$ cat src/rtl/lc3_stage_sequencer.sv
// lc3_stage_sequencer: LC-3 FETCH/DECODE/EXECUTE/WRITEBACK stage register with memory stall, retire count and hang detect.
// Optional single-step parking (STEP/HALTED) is built when LC3_SINGLE_STEP_EN is defined.
module lc3_stage_sequencer #(
  parameter int CNT_W    = 16,
  parameter int MAX_WAIT = 15,
  parameter int WAIT_W   = 4
) (
  input  logic             clk_i,
  input  logic             rst_n_i,
  input  logic             run_i,
  input  logic             mem_access_i,
  input  logic             mem_ready_i,
  input  logic             next_stage_le_i,
  input  logic [1:0]       next_stage_i,
`ifdef LC3_SINGLE_STEP_EN
  input  logic             step_i,
  output logic             halted_o,
`endif
  output logic [1:0]       stage_o,
  output logic             stall_o,
  output logic             instr_done_o,
  output logic [CNT_W-1:0] instr_count_o,
  output logic             timeout_o
);
  typedef enum logic [1:0] {
    DECODE    = 2'b00,
    EXECUTE   = 2'b01,
    WRITEBACK = 2'b10,
    FETCH     = 2'b11
  } stage_t;
  stage_t            stage_q, stage_d;
  logic [WAIT_W-1:0] wait_q, wait_d;
  logic [CNT_W-1:0]  count_q, count_d;
  logic              done_q, timeout_q, timeout_d;
  logic              advance, retire, halted;
`ifdef LC3_SINGLE_STEP_EN
  logic              halted_q, halted_d;
  assign halted   = halted_q;
  assign halted_o = halted_q;
  // A retire parks the sequencer; STEP only matters while parked
  assign halted_d = retire | (halted_q & ~step_i);
`else
  assign halted = 1'b0;
`endif
  always_comb begin
    stall_o   = mem_access_i & ~mem_ready_i & (stage_q == FETCH | stage_q == WRITEBACK);
    advance   = run_i & ~stall_o & ~timeout_q & ~halted;
    stage_d   = advance ? (next_stage_le_i ? stage_t'(next_stage_i) : stage_t'(stage_q + 2'd1)) : stage_q;
    retire    = advance & (stage_q == WRITEBACK | stage_q == EXECUTE) & (stage_d == FETCH | stage_d == DECODE);
    wait_d    = advance ? '0 : (run_i & stall_o & (wait_q != '1)) ? wait_q + 1'b1 : wait_q;
    timeout_d = timeout_q | (run_i & stall_o & (wait_q == WAIT_W'(MAX_WAIT)));
    count_d   = count_q + CNT_W'(retire);
  end
  always_ff @(posedge clk_i or negedge rst_n_i) begin
    if (!rst_n_i) begin
      stage_q   <= FETCH;
      wait_q    <= '0;
      count_q   <= '0;
      done_q    <= 1'b0;
      timeout_q <= 1'b0;
    end else begin
      stage_q   <= stage_d;
      wait_q    <= wait_d;
      count_q   <= count_d;
      done_q    <= retire;
      timeout_q <= timeout_d;
    end
  end
`ifdef LC3_SINGLE_STEP_EN
  always_ff @(posedge clk_i or negedge rst_n_i) begin
    if (!rst_n_i) halted_q <= 1'b1;
    else          halted_q <= halted_d;
  end
`endif
  assign stage_o       = stage_q;
  assign instr_done_o  = done_q;
  assign instr_count_o = count_q;
  assign timeout_o     = timeout_q;
endmodule

$ cat config.mk
export PLATFORM = sky130hd
export DESIGN_NAME = lc3_stage_sequencer
export DESIGN_NICKNAME = d
export VERILOG_FILES = /design/src/rtl/lc3_stage_sequencer.sv
export SDC_FILE = /design/constraint.sdc
export NUM_CORES = 1
export LEC_CHECK = 0
export CORE_ASPECT_RATIO = 0.8
export CORE_MARGIN = 4
export CORE_UTILIZATION = 60
export DETAILED_ROUTE_END_ITERATION = 6
export DONT_BUFFER_PORTS = 1
export PLACE_DENSITY = 0.74
export SLEW_MARGIN = 20
export SYNTH_ARGS = -nofsm -noshare
export SYNTH_HDL_FRONTEND = slang
export SYNTH_SLANG_ARGS = --single-unit
$ cat constraint.sdc
create_clock -name clk_i -period 2.7 [get_ports clk_i]
set_input_delay 0.405 -clock clk_i [delete_from_list [all_inputs] [get_ports clk_i]]
set_output_delay 0.405 -clock clk_i [all_outputs]
set_load 0.005 [all_outputs]
==> results of run 1 <==
## cells in the mapped netlist (2+ instances only)
master,number
inv_1,4
xor2_1,5
dfrtp_1,22
nand3_1,8
xnor2_1,9
dfstp_2,2
ha_1,5
nand2_1,13
nor2_2,2
a31oi_1,2
nor3_1,2
a21oi_1,2
o21ai_0,5
nor2_1,5
nand4_1,3
a22o_1,3
## per-stage QoR
stage | setup slack, ns | power, W | std cells
2_1_floorplan | 0.401 | 0.000381 | 105
3_3_place_gp | 0.235 | 0.000382 | 129
3_5_place_dp | 0.0875 | 0.000383 | 129
4_1_cts | 0.0463 | 0.000581 | 134
5_1_grt | 0.0132 | 0.000602 | 134
6_report | 0.209 | 0.000576 | 134
## cells by family after synthesis
family | count (synthesis) | synth area share
AND/OR/NAND/NOR | 40 | 0.196
multiplexers | 1 | 0.00847
flip-flops | 24 | 0.511
XOR/XNOR | 15 | 0.118
adder cells (fa/ha/maj) | 5 | 0.0530
AO/OA/AOI/OAI | 15 | 0.0985
buffers and inverters | 5 | 0.0159
## placed cells by master, fill, tap and decap left out
cell       n
inv_2      1
xor2_2     1
nor2_1     5
a22o_1     3
mux2i_1    1
o31ai_1    1
nand3_1    8
nor3_1     1
nand2b_1   1
o21ai_0    5
o21ai_2    1
nor2_2     1
nand3_2    1
and3_1     1
a31oi_1    2
xor2_1     5
nor3_2     1
nand2_1   13
nor3_4     1
xnor2_1    9
nand4_1    3
buf_2      1
a21oi_1    2
nand4_4    1
clkbuf_4   3
inv_1      4
o311ai_4   1
clkbuf_8   1
nor2_4     2
dfrtp_1   22
dfstp_2    2
and3_4     1
ha_1       5
## what timing repair did
item	4_1_cts	5_1_grt
endpoints found under the setup margin	0	4
endpoints found under the hold margin	24	0
gates resized for setup	0	2
setup buffers	0	0
hold buffers	1	0
## power by group
part	internal (W)	total, W	switching [W]
registers	0.000362	0.000365	0.00000295
clock network	0.0000825	0.000192	0.000110
logic	0.00000672	0.0000194	0.0000127
total	0.000451	0.000576	0.000125
## registers in the layout, indices dropped and copies added, names as in the netlist
signal	flops
instr_done_o	1
wait_q	4
instr_count_o	16
timeout_o	1
stage_o	2
## critical path, cell delays in order (launching register included)
cell and delay, ns:
dfstp_2 0.61, inv_1 0.06, ha_1 0.22, nor2_4 0.17
o311ai_4 0.14, nor3_2 0.18, ha_1 0.22, ha_1 0.20
nand2_1 0.11, nor2_2 0.17, nand4_1 0.15, xnor2_1 0.15
## how the worst max path moves through the flow
stage | startpoint | endpoint | cells past startpoint
2_1_floorplan | stage_o[0]$_DFF_PN1_ | instr_count_o[10]$_DFF_PN0_ | 11
3_3_place_gp | stage_o[0]$_DFF_PN1_ | instr_count_o[10]$_DFF_PN0_ | 11
3_5_place_dp | stage_o[0]$_DFF_PN1_ | instr_count_o[10]$_DFF_PN0_ | 11
4_1_cts | stage_o[0]$_DFF_PN1_ | instr_count_o[10]$_DFF_PN0_ | 11
5_1_grt | stage_o[0]$_DFF_PN1_ | instr_count_o[10]$_DFF_PN0_ | 11
6_report | stage_o[0]$_DFF_PN1_ | instr_count_o[10]$_DFF_PN0_ | 11
## final cells by class
type / count / area [µm²] / area share
Multi-Input combinational cell: 76 / 569 / 0.451
Timing Repair Buffer: 1 / 5.00 / 0.00396
Clock buffer: 4 / 36.3 / 0.0287
Inverter: 5 / 18.8 / 0.0149
Sequential cell: 24 / 603 / 0.478
Tap cell: 24 / 30.0 / 0.0238
## routing by layer
layer	up-vias	routed length, µm	global-route usage
met1	375	899	0.207
met3	0	170	0.0836
li1	379	-	-
met4	0	0	0.0139
met5	-	0	0
met2	21	1140	0.324
==> results.md, run 1 <==
* Vias at around 780
* Synth Cell Area at 0.00118 mm²
* Site Rows at 14
* Routed wire length at between 2 and 2.5 mm
* CP required at approximately 3 ns
* Vias in the first global route at between 700 and 800
* Fin util at 0.674
* Crit Path Category: flip-flop to flip-flop
* Detailed-placement wirelength estimate at approximately 1.6 mm
* R2R setup slack at 0.21 ns
* H-Tree Depth at 1
* Status: completed
* Worst Hold Class: input pin to async pin
* Cts bufs inserted at 3
* Gr usage total at 0.179
* Mean post-synth cell area at about 11 µm²
* Initial DRC Count at 10
* Final TNS setup at 0 ns
* Pleak at approximately 0.60 nW
* Clock slew at reported path FFs at 0.13 ns
* Number of synthesized flops with an enable pin at 0
* First-pass GRT wire length at 3.55 mm
* WHS at 0.0431 ns
* Fill cells at around 130
* Largest net degree at the start of global routing at 25
* Crit. End Element: flip-flop
* CP Max Fanout at 5
* Area growth syn-to-layout at 6.89%
* Gpl congestion at roughly 0.75
* CP Data Arrival Time at between 2 and 3 ns
* DRT Pass-1 Iters at 4
* Final net count at 124
* Post-synth cell types at 29
* R2R cell count at 11
* # port buffers at 0
* Initial Util at 0.630
* Slew Limit Fails at 0
* Initial antenna violation count at 0
* Max clock buf depth at 2
* Worst R2R End: instr_count_o[10]$_DFF_PN0_
* Sequential share of the synthesized area at 0.511
* WL per Instance at about 16 µm
* Die footprint at about 0.0027 mm²
* Number of remaining DRC errors at 0
* Post-DRT Antenna Nets at 0
* Largest cells by area after synthesis: dfrtp_1, xnor2_1, ha_1
* Die width at between 50 and 60 µm
* Asr flop ratio synth at 1.00
* Finished Cell Area at approximately 0.0013 mm²
* Synth warnings at 0
* Clock Tree Root: clkbuf_4
* Die Span Y at 47.7 µm
* Worst ir drop on vdd at about 510 µV
* Core area at 0.00187 mm²
* Seq cells post-synth at 24
* Mapped Nets at roughly 120
* Placed Area at 0.00121 mm²
* Ys flop type: dfrtp_1
* Synth top area share at 0.466
* Slew headroom at 0.644
* CTS tree: done
* Period minus WS final at 2.49 ns
* Fraction of layout cells with a size suffix above 1 at 0.173
* Worst setup SP type: flip-flop
* Final hold violations at 0
* Max Cap Viol at 0
* Antenna diodes at 0
* Pwr/cell area at approximately 460 mW/mm²
* Reg-to-Reg Start: stage_o[0]$_DFF_PN1_
* Area leader, netlist: dfrtp_1
* Clk sink count at 24
* Final period util at 0.923
* Worst Skew at about 0.0034 ns
* Worst skew pair latency at roughly 0.32 ns
* # IOs at 29
* Vias per inst at between 5 and 6
* RSZ-0062 raised after global routing: no
* Post-Synthesis Cells at ~110
* Setup Viol. Count Final at 0
* Worst-Margin Slew at 0.533 ns
* Remaining global-route overflow at 0
* Max Clk Rate at between 0.4 and 0.5 GHz
Power figures use the tool's default switching activity.
==> run 2: changes to the inputs <==
==> constraint.sdc (replaced) <==
create_clock -name clk_i -period 2.7 [get_ports clk_i]
set_input_delay 0.405 -clock clk_i [delete_from_list [all_inputs] [get_ports clk_i]]
set_output_delay 0.405 -clock clk_i [all_outputs]
set_load 0.1 [all_outputs]
==> results.md, run 2 (synthesized netlist as in run 1, its figures left out) <==
* Status: completed
* Worst skew pair latency at 0.31 ns (about the same)
* Pleak at 0.702 nW (+16%)
* Worst setup SP type: flip-flop
* CP Data Arrival Time at 2.67 ns (-0.04 ns)
* # IOs at 29 (unchanged)
* Clock slew at reported path FFs at 0.13 ns (about the same)
* Final net count at 143 (+15%)
* Die Span Y at 47.7 µm (unchanged)
* Vias per inst at 5.41 (-6.4%)
* Crit path max-delay cell type: dfstp_4
* Vias in the first global route at 813 (+9.1%)
* Post-DRT Antenna Nets at 0 (unchanged)
* Crit Path Category: flip-flop to flip-flop
* Number of remaining DRC errors at 0 (unchanged)
* Reg-to-Reg Start: stage_o[0]$_DFF_PN1_
* Largest register FFs at 16 (unchanged)
* Top Family by Delay on Critical Path: simple AND/OR/NAND/NOR gates
* CP Max Fanout at 5 (unchanged)
* Cts bufs inserted at 3 (unchanged)
* Clk sink count at 24 (unchanged)
* Fraction of layout cells with a size suffix above 1 at 0.287 (+0.114)
* RSZ-0062 raised after global routing: no
* Largest net degree at the start of global routing at 25 (unchanged)
* Max Clk Rate at 0.404 GHz (+0.55%)
* Gr usage total at 0.183 (+0.00447)
* WHS at 0.0476 ns (+0.00454 ns)
* Worst Hold Class: input pin to async pin
* Setup Viol. Count Final at 0 (unchanged)
* CTS tree: done
* Core area at 0.00187 mm² (unchanged)
* Crit path buffers/inverters at 1 (unchanged)
* Period minus WS final at 2.48 ns (-0.0136 ns)
* Initial antenna violation count at 0 (unchanged)
* DRT Pass-1 Iters at 4 (unchanged)
* Final period util at 0.918 (-0.00503)
* Die width at 57.6 µm (unchanged)
* Remaining global-route overflow at 0 (unchanged)
* WL per Instance at 14.1 µm (-14%)
* Worst path cell trace: inv_1 > ha_1 > nor2_4 > o311ai_4 > nor3_2 > ha_1 > ha_1 > nand2_1 > nor2_2 > nand4_1 > xnor2_1
* Worst-Margin Slew at 0.943 ns (+0.410 ns)
* Detailed-placement wirelength estimate at 1.71 mm (+4.0%)
* Crit. End Element: flip-flop
* Routed wire length at 2.16 mm (-2.3%)
* Worst ir drop on vdd at 427 µV (-17%)
* Commonest non-fill, non-tap cell in the layout: dfrtp_1
* Slew headroom at 0.371 (-0.273)
* Area growth syn-to-layout at 18.4%
* Clock Tree Root: clkbuf_4
* Overall Power at 0.000542 W (-6.1%)
* H-Tree Depth at 1 (unchanged)
* Most common cell on crit path: ha_1
* CP required at 2.89 ns (-0.03 ns)
* Crit path from: stage_o[0]$_DFF_PN1_
* # port buffers at 0 (unchanged)
* Antenna diodes at 0 (unchanged)
* Gpl congestion at 0.720 (-4.3%)
* Max Cap Viol at 0 (unchanged)
* First-pass GRT wire length at 3.70 mm (+4.1%)
* Initial Util at 0.630 (unchanged)
* Final hold violations at 0 (unchanged)
* Fin cells at 153 (+14%)
* CP max stage delay at 0.64 ns (+0.03 ns)
* Worst Skew at 0.00683 ns (+0.00342 ns)
* Pwr/cell area at 387 mW/mm² (-15%)
* Cells after DPL at 148 (+15%)
* Vias at 828 (+6.8%)
* Most frequent cells in the layout: dfrtp_1, buf_4, nand2_1
* Slew Limit Fails at 0 (unchanged)
* Final TNS setup at 0 ns (unchanged)
* Initial DRC Count at 14 (+4)
* Site Rows at 14 (unchanged)
* Max clock buf depth at 2 (unchanged)
* Die footprint at 0.00275 mm² (unchanged)
run 2: path summary, 6_finish.rpt:
kind	cells after the start	slack [ns]	to
max	11	0.22	instr_count_o[10]$_DFF_PN0_
min	1	0.05	instr_count_o[2]$_DFF_PN0_
max reg2reg	11	0.22	instr_count_o[10]$_DFF_PN0_
min reg2reg	1	0.52	instr_count_o[11]$_DFF_PN0_
max in group asynchronous	1	2.29	stage_o[1]$_DFF_PN1_
min in group clk_i	1	0.18	wait_q[2]$_DFFE_PN0P_
run 2: per-layer routing:
layer / routed length [µm] / share of wire / track usage
met4: 10 / 0.0046 / 0.0278
met5: 0 / 0 / 0
met3: 158 / 0.073 / 0.0809
met1: 911 / 0.42 / 0.224
met2: 1080 / 0.50 / 0.313
run 2: area by class of cell:
cell class / instances / area (µm²)
sequential: 24 / 607
timing repair buffer: 20 / 148
multi-input combinational: 76 / 569
inverter: 5 / 18.8
fill: 129 / 475
clock buffer: 4 / 26.3
tap: 24 / 30.0
run 2: stage by stage:
| step | cell area [µm²] | setup WS, ns | utilization |
|---|---|---|---|
| 2_1_floorplan | 1190 | 0.0279 | - |
| 3_3_place_gp | 1360 | 0.262 | 0.727 |
| 3_5_place_dp | 1360 | 0.131 | 0.727 |
| 4_1_cts | 1400 | 0.130 | 0.746 |
| 5_1_grt | 1400 | 0.00632 | 0.746 |
| 6_report | 1400 | 0.222 | 0.746 |
run 2: where the power goes:
group / leakage, nW / switching, W / internal [W]
sequential: 0.321 / 0.00000298 / 0.000362
clock: 0.0150 / 0.000101 / 0.0000577
combinational: 0.366 / 0.0000120 / 0.00000661
total: 0.702 / 0.000116 / 0.000426
run 2: repair_timing:
action                                  CTS  global route
hold buffers                              1             0
resized for setup                         0             1
endpoints found under the setup margin    0             2
setup buffers                             0             0
endpoints found under the hold margin    24             0
==> run 3: changes to the inputs <==
--- a/config.mk
+++ b/config.mk
@@ -11,6 +11,7 @@
 export DETAILED_ROUTE_END_ITERATION = 6
 export DONT_BUFFER_PORTS = 1
 export PLACE_DENSITY = 0.74
+export SETUP_SLACK_MARGIN = 0.4
 export SLEW_MARGIN = 20
 export SYNTH_ARGS = -nofsm -noshare
 export SYNTH_HDL_FRONTEND = slang
==> results.md, run 3 (synthesized netlist as in run 1, its figures left out) <==
* DRT Pass-1 Iters at 4 (unchanged)
* Overall Power at 0.000548 W (+1.1%)
* Vias per inst at 5.56 (+2.7%)
* Initial antenna violation count at 0 (unchanged)
* Site Rows at 14 (unchanged)
* Slew headroom at 0.343 (-0.0288)
* Crit. End Element: flip-flop
* Final period util at 0.851 (-0.0662)
* CP required at 2.94 ns (+0.05 ns)
* Final net count at 150 (+4.9%)
* Die footprint at 0.00275 mm² (unchanged)
* Worst setup SP type: flip-flop
* Commonest non-fill, non-tap cell in the layout: buf_4
* Multi-input logic area at 617 µm² (+8.4%)
* Initial DRC Count at 15 (+1)
* WL per Instance at 15.8 µm (+12%)
* CTS tree: done
* Gpl congestion at 0.718 (-0.28%)
* Crit Path Category: flip-flop to flip-flop
* Fill cells at 100 (-22%)
* Pwr/cell area at 363 mW/mm² (-6.3%)
* Most frequent cells in the layout: buf_4, dfrtp_1, nand2_1
* Final TNS setup at 0 ns (unchanged)
* Routed wire length at 2.53 mm (+17%)
* Fraction of layout cells with a size suffix above 1 at 0.360 (+0.0735)
* Final hold violations at 0 (unchanged)
* Slew Limit Fails at 0 (unchanged)
* Clock slew at reported path FFs at 0.13 ns (about the same)
* Cts bufs inserted at 3 (unchanged)
* Worst ir drop on vdd at 401 µV (-5.9%)
* Max Clk Rate at 0.435 GHz (+7.8%)
* CP Max Fanout at 5 (unchanged)
* Status: completed
* Largest net degree at the start of global routing at 25 (unchanged)
* Remaining global-route overflow at 0 (unchanged)
* # IOs at 29 (unchanged)
* Post-DRT Antenna Nets at 0 (unchanged)
* Die width at 57.6 µm (unchanged)
* Gr usage total at 0.196 (+0.0126)
* Setup Viol. Count Final at 0 (unchanged)
* Place WS at 0.278 ns (+0.147 ns)
* Number of remaining DRC errors at 0 (unchanged)
* Register area at 611 µm² (+0.62%)
* Vias at 889 (+7.4%)
* Clock Tree Root: clkbuf_4
* Initial Util at 0.630 (unchanged)
* # port buffers at 0 (unchanged)
* First-pass GRT wire length at 4.03 mm (+9.0%)
* Max Cap Viol at 0 (unchanged)
* Area growth syn-to-layout at 27.8%
* Detailed-placement wirelength estimate at 1.77 mm (+3.9%)
* Worst Hold Class: input pin to async pin
* Max clock buf depth at 2 (unchanged)
* Die Span Y at 47.7 µm (unchanged)
* Core area at 0.00187 mm² (unchanged)
* H-Tree Depth at 1 (unchanged)
* Vias in the first global route at 886 (+9.0%)
* Worst-Margin Slew at 0.986 ns (+0.0432 ns)
* Worst skew pair latency at 0.31 ns (about the same)
* Largest register FFs at 16 (unchanged)
* RSZ-0062 raised after global routing: yes
* CP Data Arrival Time at 2.54 ns (-0.13 ns)
* Antenna diodes at 0 (unchanged)
* Clk sink count at 24 (unchanged)
* Period minus WS final at 2.30 ns (-0.179 ns)
* Setup slack after layout at 0.401 ns (+0.179 ns)
* Pleak at 0.750 nW (+6.9%)
* Worst Skew at 0.00176 ns (-0.00507 ns)
run 3: path summary, 6_finish.rpt:
kind                       cells after the start                         end                  from  slack, ns
min in group clk_i                             1       wait_q[2]$_DFFE_PN0P_                 run_i       0.16
min                                            1       wait_q[0]$_DFFE_PN0P_               rst_n_i       0.04
max reg2reg                                   10  instr_count_o[4]$_DFF_PN0_  stage_o[1]$_DFF_PN1_       0.40
min reg2reg                                    2         timeout_o$_DFF_PN0_   timeout_o$_DFF_PN0_       0.56
max in group asynchronous                      1        stage_o[0]$_DFF_PN1_               rst_n_i       2.29
max                                           10  instr_count_o[4]$_DFF_PN0_  stage_o[1]$_DFF_PN1_       0.40
run 3: critical path: stages, from the launching register on:
cell and delay, ns:
dfstp_4 0.66, ha_1 0.20, nor2_4 0.05, o311ai_4 0.34
nor3_2 0.08, ha_2 0.22, ha_4 0.18, buf_4 0.12
buf_4 0.13, nand3_1 0.09, xnor2_1 0.14
run 3: what timing repair did:
action,4_1_cts,5_1_grt
hold endpoints to repair,24,0
pin swaps,6,3
buffers inserted,3,5
setup endpoints to repair,6,8
gates resized for setup,0,3
cloned,0,0
hold buffers,1,0
run 3: stage by stage:
stage          hold WS, ns  cell area, µm²  instances  utilization
2_1_floorplan        0.109            1240        105            -
3_3_place_gp         0.110            1400        147        0.749
3_5_place_dp         0.110            1400        147        0.749
4_1_cts              0.160            1460        155        0.780
5_1_grt             0.0655            1510        160        0.805
6_report            0.0449            1510        160        0.805
run 3: report_power, final:
group	switching (W)	internal, W	total [W]	leakage, nW
clock	0.000106	0.0000578	0.000164	0.0150
sequential	0.00000313	0.000362	0.000365	0.322
combinational	0.0000123	0.00000655	0.0000188	0.413
total	0.000122	0.000426	0.000548	0.750
run 3: layout make-up:
| type | instances | area share |
|---|---|---|
| multi-input combinational | 76 | 0.409 |
| clock buffer | 4 | 0.0174 |
| tap | 24 | 0.0199 |
| inverter | 5 | 0.0141 |
| sequential | 24 | 0.405 |
| timing repair buffer | 27 | 0.135 |
run 3: layer usage:
layer	global-route usage	routed length (µm)
met1	0.237	1070
met3	0.0782	160
met4	0.0370	43
met5	0	0
met2	0.342	1250
